--- config.mk ---
export PLATFORM = sky130hd
export DESIGN_NAME = alu_load_sequencer_flat
export DESIGN_NICKNAME = d
export VERILOG_FILES = /design/src/rtl/alu_load_sequencer_if.sv /design/src/rtl/alu_load_sequencer.sv /design/src/flat_wrapper.sv
export SDC_FILE = /design/constraint.sdc
export NUM_CORES = 1
export LEC_CHECK = 0
export ABC_AREA = 1
export BUFFER_PORTS_ARGS = -buffer_cell sky130_fd_sc_hd__buf_2
export CORE_ASPECT_RATIO = 1.5
export CORE_MARGIN = 2
export CORE_UTILIZATION = 41
export DETAILED_ROUTE_END_ITERATION = 10
export PLACE_DENSITY = 0.6
export SKIP_CTS_REPAIR_TIMING = 1
export SYNTH_ARGS = -nofsm -noshare
export SYNTH_HDL_FRONTEND = slang
export SYNTH_SLANG_ARGS = --single-unit
--- constraint.sdc ---
create_clock -name clk -period 2.7 [get_ports clk]
set_input_delay 0.135 -clock clk [delete_from_list [all_inputs] [get_ports clk]]
set_output_delay 0.135 -clock clk [all_outputs]
set_load 0.01 [all_outputs]
--- src/rtl/alu_load_sequencer_if.sv ---
// Command channel into the ALU load sequencer.
// valid/ready handshake plus operands, op code and load enables.
interface alu_load_sequencer_if;
  logic        cmd_valid;
  logic        cmd_ready;
  logic [31:0] cmd_a;
  logic [31:0] cmd_b;
  logic [3:0]  cmd_op;
  logic        cmd_load_a;
  logic        cmd_load_b;

  modport master (
    output cmd_valid,
    output cmd_a,
    output cmd_b,
    output cmd_op,
    output cmd_load_a,
    output cmd_load_b,
    input  cmd_ready
  );

  modport slave (
    input  cmd_valid,
    input  cmd_a,
    input  cmd_b,
    input  cmd_op,
    input  cmd_load_a,
    input  cmd_load_b,
    output cmd_ready
  );
endinterface

--- src/rtl/alu_load_sequencer.sv ---
// Drives multi_alu sw/ld_a/ld_b/ld_f from one command, then captures flags.
// Ports: clk, rst, cmd (slave), sw, ld_a/ld_b/ld_f, fr_in, fr_out, done, busy.
module alu_load_sequencer #(
  parameter int SETUP_CYC  = 1,
  parameter int PULSE_CYC  = 1,
  parameter int SETTLE_CYC = 2
) (
  input  logic                  clk,
  input  logic                  rst,
  alu_load_sequencer_if.slave   cmd,
  output logic [31:0]           sw,
  output logic                  ld_a,
  output logic                  ld_b,
  output logic                  ld_f,
  input  logic [3:0]            fr_in,
  output logic [3:0]            fr_out,
  output logic                  done,
  output logic                  busy
);

  typedef enum logic [3:0] {
    IDLE,
    A_SETUP, A_PULSE, A_HOLD,
    B_SETUP, B_PULSE, B_HOLD,
    F_SETUP, F_PULSE, F_HOLD,
    SETTLE, DONE
  } state_e;

  localparam logic [3:0] SETUP_RL  = 4'(SETUP_CYC - 1);
  localparam logic [3:0] PULSE_RL  = 4'(PULSE_CYC - 1);
  localparam logic [3:0] SETTLE_RL = 4'(SETTLE_CYC - 1);

  state_e      state_q, state_d;
  logic [3:0]  cnt_q, cnt_d;
  logic [31:0] sw_q, sw_d;
  logic        ld_a_q, ld_a_d;
  logic        ld_b_q, ld_b_d;
  logic        ld_f_q, ld_f_d;
  logic [3:0]  fr_q, fr_d;
  logic        done_q, done_d;
  logic [31:0] a_q, a_d;
  logic [31:0] b_q, b_d;
  logic [3:0]  op_q, op_d;
  logic        lb_q, lb_d;

  logic        accept;
  logic        last;
  logic        entry;
  logic [31:0] src_a, src_b;
  logic [3:0]  src_op;

  always_comb begin
    accept = cmd.cmd_valid && (state_q == IDLE);
    last   = (cnt_q == 4'd0);
    // On the accept edge the command registers are not loaded yet,
    // so the first phase value comes straight from the bus.
    src_a  = accept ? cmd.cmd_a  : a_q;
    src_b  = accept ? cmd.cmd_b  : b_q;
    src_op = accept ? cmd.cmd_op : op_q;

    a_d  = a_q;
    b_d  = b_q;
    op_d = op_q;
    lb_d = lb_q;
    if (accept) begin
      a_d  = cmd.cmd_a;
      b_d  = cmd.cmd_b;
      op_d = cmd.cmd_op;
      lb_d = cmd.cmd_load_b;
    end

    state_d = state_q;
    unique case (state_q)
      IDLE: begin
        if (accept) begin
          if (cmd.cmd_load_a)      state_d = A_SETUP;
          else if (cmd.cmd_load_b) state_d = B_SETUP;
          else                     state_d = F_SETUP;
        end
      end
      A_SETUP: if (last) state_d = A_PULSE;
      A_PULSE: if (last) state_d = A_HOLD;
      A_HOLD:  state_d = lb_q ? B_SETUP : F_SETUP;
      B_SETUP: if (last) state_d = B_PULSE;
      B_PULSE: if (last) state_d = B_HOLD;
      B_HOLD:  state_d = F_SETUP;
      F_SETUP: if (last) state_d = F_PULSE;
      F_PULSE: if (last) state_d = F_HOLD;
      F_HOLD:  state_d = SETTLE;
      SETTLE:  if (last) state_d = DONE;
      DONE:    state_d = IDLE;
      default: state_d = IDLE;
    endcase

    entry = (state_d != state_q);

    cnt_d = cnt_q;
    if (entry) begin
      unique case (1'b1)
        (state_d == A_SETUP) ||
        (state_d == B_SETUP) ||
        (state_d == F_SETUP): cnt_d = SETUP_RL;
        (state_d == A_PULSE) ||
        (state_d == B_PULSE) ||
        (state_d == F_PULSE): cnt_d = PULSE_RL;
        (state_d == SETTLE):  cnt_d = SETTLE_RL;
        default:              cnt_d = 4'd0;
      endcase
    end else if (!last) begin
      cnt_d = cnt_q - 4'd1;
    end

    sw_d = sw_q;
    if (entry) begin
      unique case (1'b1)
        (state_d == A_SETUP): sw_d = src_a;
        (state_d == B_SETUP): sw_d = src_b;
        (state_d == F_SETUP): sw_d = {src_op, 28'h0};
        default:              sw_d = sw_q;
      endcase
    end

    // Strobes and done come from the next state so they leave a flop.
    ld_a_d = (state_d == A_PULSE);
    ld_b_d = (state_d == B_PULSE);
    ld_f_d = (state_d == F_PULSE);
    done_d = (state_d == DONE);

    fr_d = fr_q;
    if ((state_q == SETTLE) && last) fr_d = fr_in;
  end

  always_ff @(posedge clk) begin
    if (rst) begin
      state_q <= IDLE;
      cnt_q   <= 4'd0;
      sw_q    <= 32'h0;
      ld_a_q  <= 1'b0;
      ld_b_q  <= 1'b0;
      ld_f_q  <= 1'b0;
      fr_q    <= 4'h0;
      done_q  <= 1'b0;
      a_q     <= 32'h0;
      b_q     <= 32'h0;
      op_q    <= 4'h0;
      lb_q    <= 1'b0;
    end else begin
      state_q <= state_d;
      cnt_q   <= cnt_d;
      sw_q    <= sw_d;
      ld_a_q  <= ld_a_d;
      ld_b_q  <= ld_b_d;
      ld_f_q  <= ld_f_d;
      fr_q    <= fr_d;
      done_q  <= done_d;
      a_q     <= a_d;
      b_q     <= b_d;
      op_q    <= op_d;
      lb_q    <= lb_d;
    end
  end

  assign cmd.cmd_ready = (state_q == IDLE);
  assign busy          = (state_q != IDLE);
  assign sw            = sw_q;
  assign ld_a          = ld_a_q;
  assign ld_b          = ld_b_q;
  assign ld_f          = ld_f_q;
  assign fr_out        = fr_q;
  assign done          = done_q;

endmodule

--- src/flat_wrapper.sv ---
// flat-port wrapper written by rule: the top's interface ports become plain ports
module alu_load_sequencer_flat 
#(
  parameter int SETUP_CYC  = 1,
  parameter int PULSE_CYC  = 1,
  parameter int SETTLE_CYC = 2
)
  (clk, rst, sw, ld_a, ld_b, ld_f, fr_in, fr_out, done, busy, cmd_cmd_valid, cmd_cmd_a, cmd_cmd_b, cmd_cmd_op, cmd_cmd_load_a, cmd_cmd_load_b, cmd_cmd_ready);
  alu_load_sequencer_if cmd_i ();
  input  logic clk;
  input  logic rst;
  output logic [31:0] sw;
  output logic ld_a;
  output logic ld_b;
  output logic ld_f;
  input  logic [3:0] fr_in;
  output logic [3:0] fr_out;
  output logic done;
  output logic busy;
  input wire logic [$bits(cmd_i.cmd_valid)-1:0] cmd_cmd_valid;
  input wire logic [$bits(cmd_i.cmd_a)-1:0] cmd_cmd_a;
  input wire logic [$bits(cmd_i.cmd_b)-1:0] cmd_cmd_b;
  input wire logic [$bits(cmd_i.cmd_op)-1:0] cmd_cmd_op;
  input wire logic [$bits(cmd_i.cmd_load_a)-1:0] cmd_cmd_load_a;
  input wire logic [$bits(cmd_i.cmd_load_b)-1:0] cmd_cmd_load_b;
  output wire logic [$bits(cmd_i.cmd_ready)-1:0] cmd_cmd_ready;
  assign cmd_i.cmd_valid = cmd_cmd_valid;
  assign cmd_i.cmd_a = cmd_cmd_a;
  assign cmd_i.cmd_b = cmd_cmd_b;
  assign cmd_i.cmd_op = cmd_cmd_op;
  assign cmd_i.cmd_load_a = cmd_cmd_load_a;
  assign cmd_i.cmd_load_b = cmd_cmd_load_b;
  assign cmd_cmd_ready = cmd_i.cmd_ready;
  alu_load_sequencer #(.SETUP_CYC(SETUP_CYC), .PULSE_CYC(PULSE_CYC), .SETTLE_CYC(SETTLE_CYC)) u_core (.clk(clk), .rst(rst), .cmd(cmd_i), .sw(sw), .ld_a(ld_a), .ld_b(ld_b), .ld_f(ld_f), .fr_in(fr_in), .fr_out(fr_out), .done(done), .busy(busy));
endmodule
; After elaboration in Yosys (flattened, before gate mapping)
; Index checks and enable logic that the tools add are counted.
[totals]
wordCells = 59
reg_bits = 117
out_inout_bits = 42
input_bits = 77
[op_classes]
n_reduce_logical = 7
n_eq_ne = 20
n_mux = 19
add_sub_neg = 1
[op_table]
columns = op, count
row1 = one-hot mux 32 bit (3 select lines), 1
row2 = two-way mux 32 bit, 2
row3 = two-way mux 4 bit, 12
row4 = one-hot mux 4 bit (11 select lines), 1
row5 = "equality test 4 x 3 -> 1 bit, second input constant", 7
row6 = "equality test 4 bit, second input constant", 6
row7 = "equality test 4 x 2 -> 1 bit, second input constant", 3
row8 = "equality test 4 x 1 -> 1 bit, second input constant", 2
row9 = logical NOT 4 bit, 2
row10 = two-way mux 2 bit, 2
row11 = inequality test 4 bit, 1
row12 = nonzero test 4 bit, 1
row13 = "subtractor 4 x 1 -> 4 bit, second input constant", 1
row14 = nonzero test 3 bit, 1
row15 = logical AND 1 bit, 2
row16 = "inequality test 2 bit, second input constant", 1
row17 = AND reduction 2 bit, 1
row18 = two-way mux 1 bit, 1

; Logic depth before layout (Yosys ltp)
[depth]
depth_word = 7
mapped_depth = 17
ltp_nobuf = 16

; Worst setup path before layout
; No wires, ideal clock.
[synth_path]
path_kind = reg-to-reg
from = register u_core.cnt_q[0]
to = register u_core.sw_q[11], in the netlist u_core.sw[11]
path_buffers = 1
stages_incl_launch_ff = 17
setup_time_ns = 0.113
synth_period_minus_slack_ns = 1.982
required_ns = 2.587
path_slack_ns = 0.718
t_arrival_ns = 1.870
path_cell_list = dfxtp_1 > inv_1 > ha_1 > nand2_1 > nor2_2 > nand2_1 > nand2_1 > clkinv_1 > nor2_1 > nand2_1 > nand3_2 > nand3_2 > nand2_4 > buf_2 > nand2_1 > nand2_1 > nor2_1
[synth_via]
elab_chain_cells = 6
word_cells_on_any_way = 16
classes_between = eq/ne (4) / mux (9) / reduce/logical (3)
[synth_lines]
columns = element, line
row1 = "start, declared", alu_load_sequencer.sv:34  ; logic [3:0] cnt_q, cnt_d;
row2 = "start signal, assigned", alu_load_sequencer.sv:149  ; cnt_q <= cnt_d;
row3 = logical NOT 4 bit *, alu_load_sequencer.sv:54  ; last = (cnt_q == 4'd0);
row4 = two-way mux 4 bit (tied with other cells), alu_load_sequencer.sv:90  ; SETTLE: if (last) state_d = DONE;
row5 = one-hot mux 4 bit (11 select lines) *, alu_load_sequencer.sv:73  ; unique case (state_q)
row6 = equality test 4 x 3 -> 1 bit or equality test 4 x 1 -> 1 bit (tied branches), n/a
row7 = nonzero test 3 bit (no line), n/a
row8 = AND reduction 2 bit (no line), n/a
row9 = "end signal, assigned", alu_load_sequencer.sv:150  ; sw_q <= sw_d;
row10 = "end, declared", alu_load_sequencer.sv:35  ; logic [31:0] sw_q, sw_d;
; Mark *: on every way between the ends. The rest lies on a longest branch, timed or not.
; A chain may end at the register's enable or synchronous reset.

; Worst setup path after layout
[layout_path]
from = register u_core.state_q[1]
to = register u_core.sw_q[24], in the netlist u_core.sw[24]
[layout_via]
elab_chain_cells = 7
word_cells_on_any_way = 30
classes_between = eq/ne (14) / mux (12) / reduce/logical (4)
[layout_lines]
columns = element, line
row1 = "start, declared", alu_load_sequencer.sv:33  ; state_e state_q, state_d;
row2 = "start signal, assigned", alu_load_sequencer.sv:148  ; state_q <= state_d;
row3 = logical NOT 4 bit, "alu_load_sequencer.sv:53, alu_load_sequencer.sv:73"
row4 = logical AND 1 bit, alu_load_sequencer.sv:53  ; accept = cmd.cmd_valid && (state_q == IDLE);
row5 = two-way mux 4 bit, alu_load_sequencer.sv:75  ; if (accept) begin
row6 = one-hot mux 4 bit (11 select lines), alu_load_sequencer.sv:73
row7 = equality test 4 x 3 -> 1 bit or equality test 4 x 1 -> 1 bit (tied branches), n/a
row8 = nonzero test 3 bit (no line), n/a
row9 = AND reduction 2 bit (no line), n/a
; Parallel ways exist; a longest one is shown, timed or not.

==> flow_metrics.env <==
export IMPL_yosys_warnings=0
export IMPL_diodes=0
export IMPL_critical_path_top_delay_family="simple AND/OR/NAND/NOR gates"
export IMPL_numCtsBuffers=17
export IMPL_setup_viol=0
export IMPL_p_per_area_nw_per_um2=1310
export IMPL_ioPinCount=119
export IMPL_final_setup_tns_ns=0
export IMPL_pre_cts_ws_ns=0.327
export IMPL_crit_buf_inv=1
export IMPL_drtPass1Iterations=4
export IMPL_holdPathStages=3
export IMPL_vias=4964
export IMPL_multiInputGateArea_um2=2650
export IMPL_routedWlPerCell_um=13.5
export IMPL_drcViolationCount=0
export IMPL_clk_path_buf_depth=2
export IMPL_violations="negative hold slack"
export IMPL_start_util_pct=41.8
export IMPL_synth_adder_area_share_pct=0.231
export IMPL_start_kind="register"
export IMPL_crit_required_ns=3.04
export IMPL_synth_xor_area_share_pct=0.323
export IMPL_cts_tree="done"
export IMPL_core_area_um2=13000
export IMPL_final_core_util_pct=52.3
export IMPL_relSlewSlack_pct=70.6
export IMPL_path_depth=11
export IMPL_period_share_pct=88.2
export IMPL_drt_vias_per_instance=4.81
export IMPL_fmax_mhz=420
export IMPL_whs_ns=-0.00973
export IMPL_die_area_um2=14200
export IMPL_cp_arrival_ns=2.73
export IMPL_root_buffer="clkbuf_16"
export IMPL_track_usage_pct=20.1
export IMPL_setup_slack_ns=0.317
export IMPL_synth_cell_types=30
export IMPL_cts_sinks=117
export IMPL_htree_levels=4
export IMPL_antenna_found_initial=0
export IMPL_fillers=1281
export IMPL_overflow=0
export IMPL_path_cells="nor2_2 > nand2_2 > nor2_4 > nand2_1 > a21oi_2 > nand3_2 > buf_4 > or2_0 > nand2_1 > nor2_1 > nor2_1"
export IMPL_slew_violations=0
export IMPL_synth_area_mux_share_pct=5.17
export IMPL_worstSetupPathType="reg2reg"
export IMPL_hold_path_class="in2reg"
export IMPL_max_stage_delay_ns=0.37
export IMPL_p_leak_nw=3.46
export IMPL_dr_first_iter_drc_count=132
export IMPL_grt_pass1_vias=4876
export IMPL_die_w_um=97.9
export IMPL_grt_max_degree=42
export IMPL_drive_gt1_share_pct=24.9
export IMPL_wirelength_mm=13.9
export IMPL_seq_area_um2=2340
export IMPL_syn_avg_cell_area_um2=7.24
export IMPL_synth_compound_area_share_pct=5.52
export IMPL_rr_worst_depth=11
export IMPL_synth_top_family_by_area="simple AND/OR/NAND/NOR gates"
export IMPL_die_h_um=145
export IMPL_clock_skew_final_ns=0.00616
export IMPL_synth_simple_gate_area_share_pct=37.7
export IMPL_ant_nets=0
export IMPL_cp_slowest_cell="dfxtp_1"
export IMPL_ys_seq_area_share_pct=43.2
export IMPL_ys_seq_elements=117
export IMPL_placementRows=51
export IMPL_synth_cells=748
export IMPL_hpwl_mm=9.71
export IMPL_path_clk_slew_ns=0.05
export IMPL_insertion_delay_ns=0.41
export IMPL_status="complete, but fails checks"
export IMPL_cap_violations=0
export IMPL_worst_setup_path_end_kind="register"
export IMPL_rsz0062_at_grt="false"
export IMPL_syn_area_um2=5420
export IMPL_numPortBuffers=118
export IMPL_area_growth_pct=25.0
export IMPL_vdd_ir_drop_max_v=0.000867
export IMPL_hold_viol=11
export IMPL_worstPathMaxFanout=32
export IMPL_nets=941
export IMPL_tightest_slew_ns=0.441
export IMPL_fin_crit_ns=2.38
export IMPL_grt_pass1_wl_mm=22.9
export IMPL_place_congestion=0.897
export IMPL_syn_nets=826
[logic make-up (layout without fill, tap and decap cells)]
group,after synthesis,after routing
adder cells (fa/ha/maj),1,1
AO/OA/AOI/OAI,53,53
AND/OR/NAND/NOR,440,440
multiplexers,28,28
flip-flops,117,117
XOR/XNOR,2,2
buffers and inverters,107,232
[tightest hold or removal path: cells and delay by family]
kind	cells	cell delay, ns
muxes	1	0.07
and+or+nand+nor	1	0.08
buffers and inverters	1	0.07
[metal layers]
layer | global-route usage, % | share of wire (%) | up-vias
met4 | 10.2 | 3.2 | 0
li1 | - | - | 2546
met3 | 4.61 | 4.0 | 29
met5 | 0 | 0 | -
met1 | 22.3 | 42 | 2266
met2 | 36.0 | 51 | 123
[registers in the layout (all words and copies together), names as in the netlist]
signal	count
u_core.a_q	32
u_core.b_q	32
u_core.sw	32
u_core.cnt_q	4
u_core.fr_out	4
u_core.op_q	4
u_core.state_q	4
u_core.done	1
u_core.lb_q	1
u_core.ld_a	1
u_core.ld_b	1
u_core.ld_f	1
[where the power goes]
group	leakage [nW]	switching (W)	internal [W]	total [W]
Clock	0.285	0.000733	0.00146	0.00219
Sequential	0.962	0.000171	0.00219	0.00236
Combinational	2.22	0.00260	0.00170	0.00430
Total	3.46	0.00351	0.00535	0.00886
[final timing paths]
check / from / endpoint / slack (ns)
hold / removal: cmd_cmd_a[2] / u_core.a_q[2] / -0.01
hold reg to reg: u_core.lb_q / u_core.lb_q / 0.46
setup / recovery: u_core.state_q[1] / u_core.sw[24] / 0.32
setup reg to reg: u_core.state_q[1] / u_core.sw[24] / 0.32
[cell usage after synthesis, drive strengths merged]
cell	number	area, um2
a21oi	5	28.8
buf	16	81.3
clkbuf	23	86.3
clkinv	2	7.51
dfxtp	117	2340
ha	1	12.5
inv	66	248
mux2i	28	280
nand2	134	515
nand3	32	185
nand3b	28	210
nand4	2	12.5
nor2	171	664
nor3	1	5.00
nor4	3	18.8
o21a	12	90.1
o21ai	36	180
or2	69	432
xor2	2	17.5
[per-stage QoR]
step | total power (W) | instances | cell area, um2
2_1_floorplan | 0.00561 | 748 | 5420
3_3_place_gp | 0.00661 | 1001 | 6180
3_5_place_dp | 0.00671 | 1001 | 6180
4_1_cts | 0.00895 | 1030 | 6750
5_1_grt | 0.00967 | 1032 | 6770
6_report | 0.00886 | 1032 | 6770
[cell type report]
class / instances / share of cell area (%)
clock inverter: 4 / 1.03
clock buffer: 25 / 7.46
tap: 159 / 2.94
inverter: 68 / 3.77
multi-input combinational: 524 / 39.2
timing repair buffer: 135 / 11.0
sequential: 117 / 34.6
[cell usage in the layout, fill, tap and decap left out, drive strengths merged, types with 2 or more instances in the layout]
cell         Yosys  routed
clkbuf          23      25
o21ai           36      36
o21a            12      12
nand4            2       2
clkinv           2       4
mux2i           28      28
nand2          134     134
dlygate4sd3      0       2
or2             69      69
a21oi            5       5
xor2             2       2
nand3b          28      28
nor2           171     171
buf             16     133
dfxtp          117     117
nand3           32      32
bufinv           0       2
inv             66      66
nor4             3       3
(Power assumes the default switching activity.)
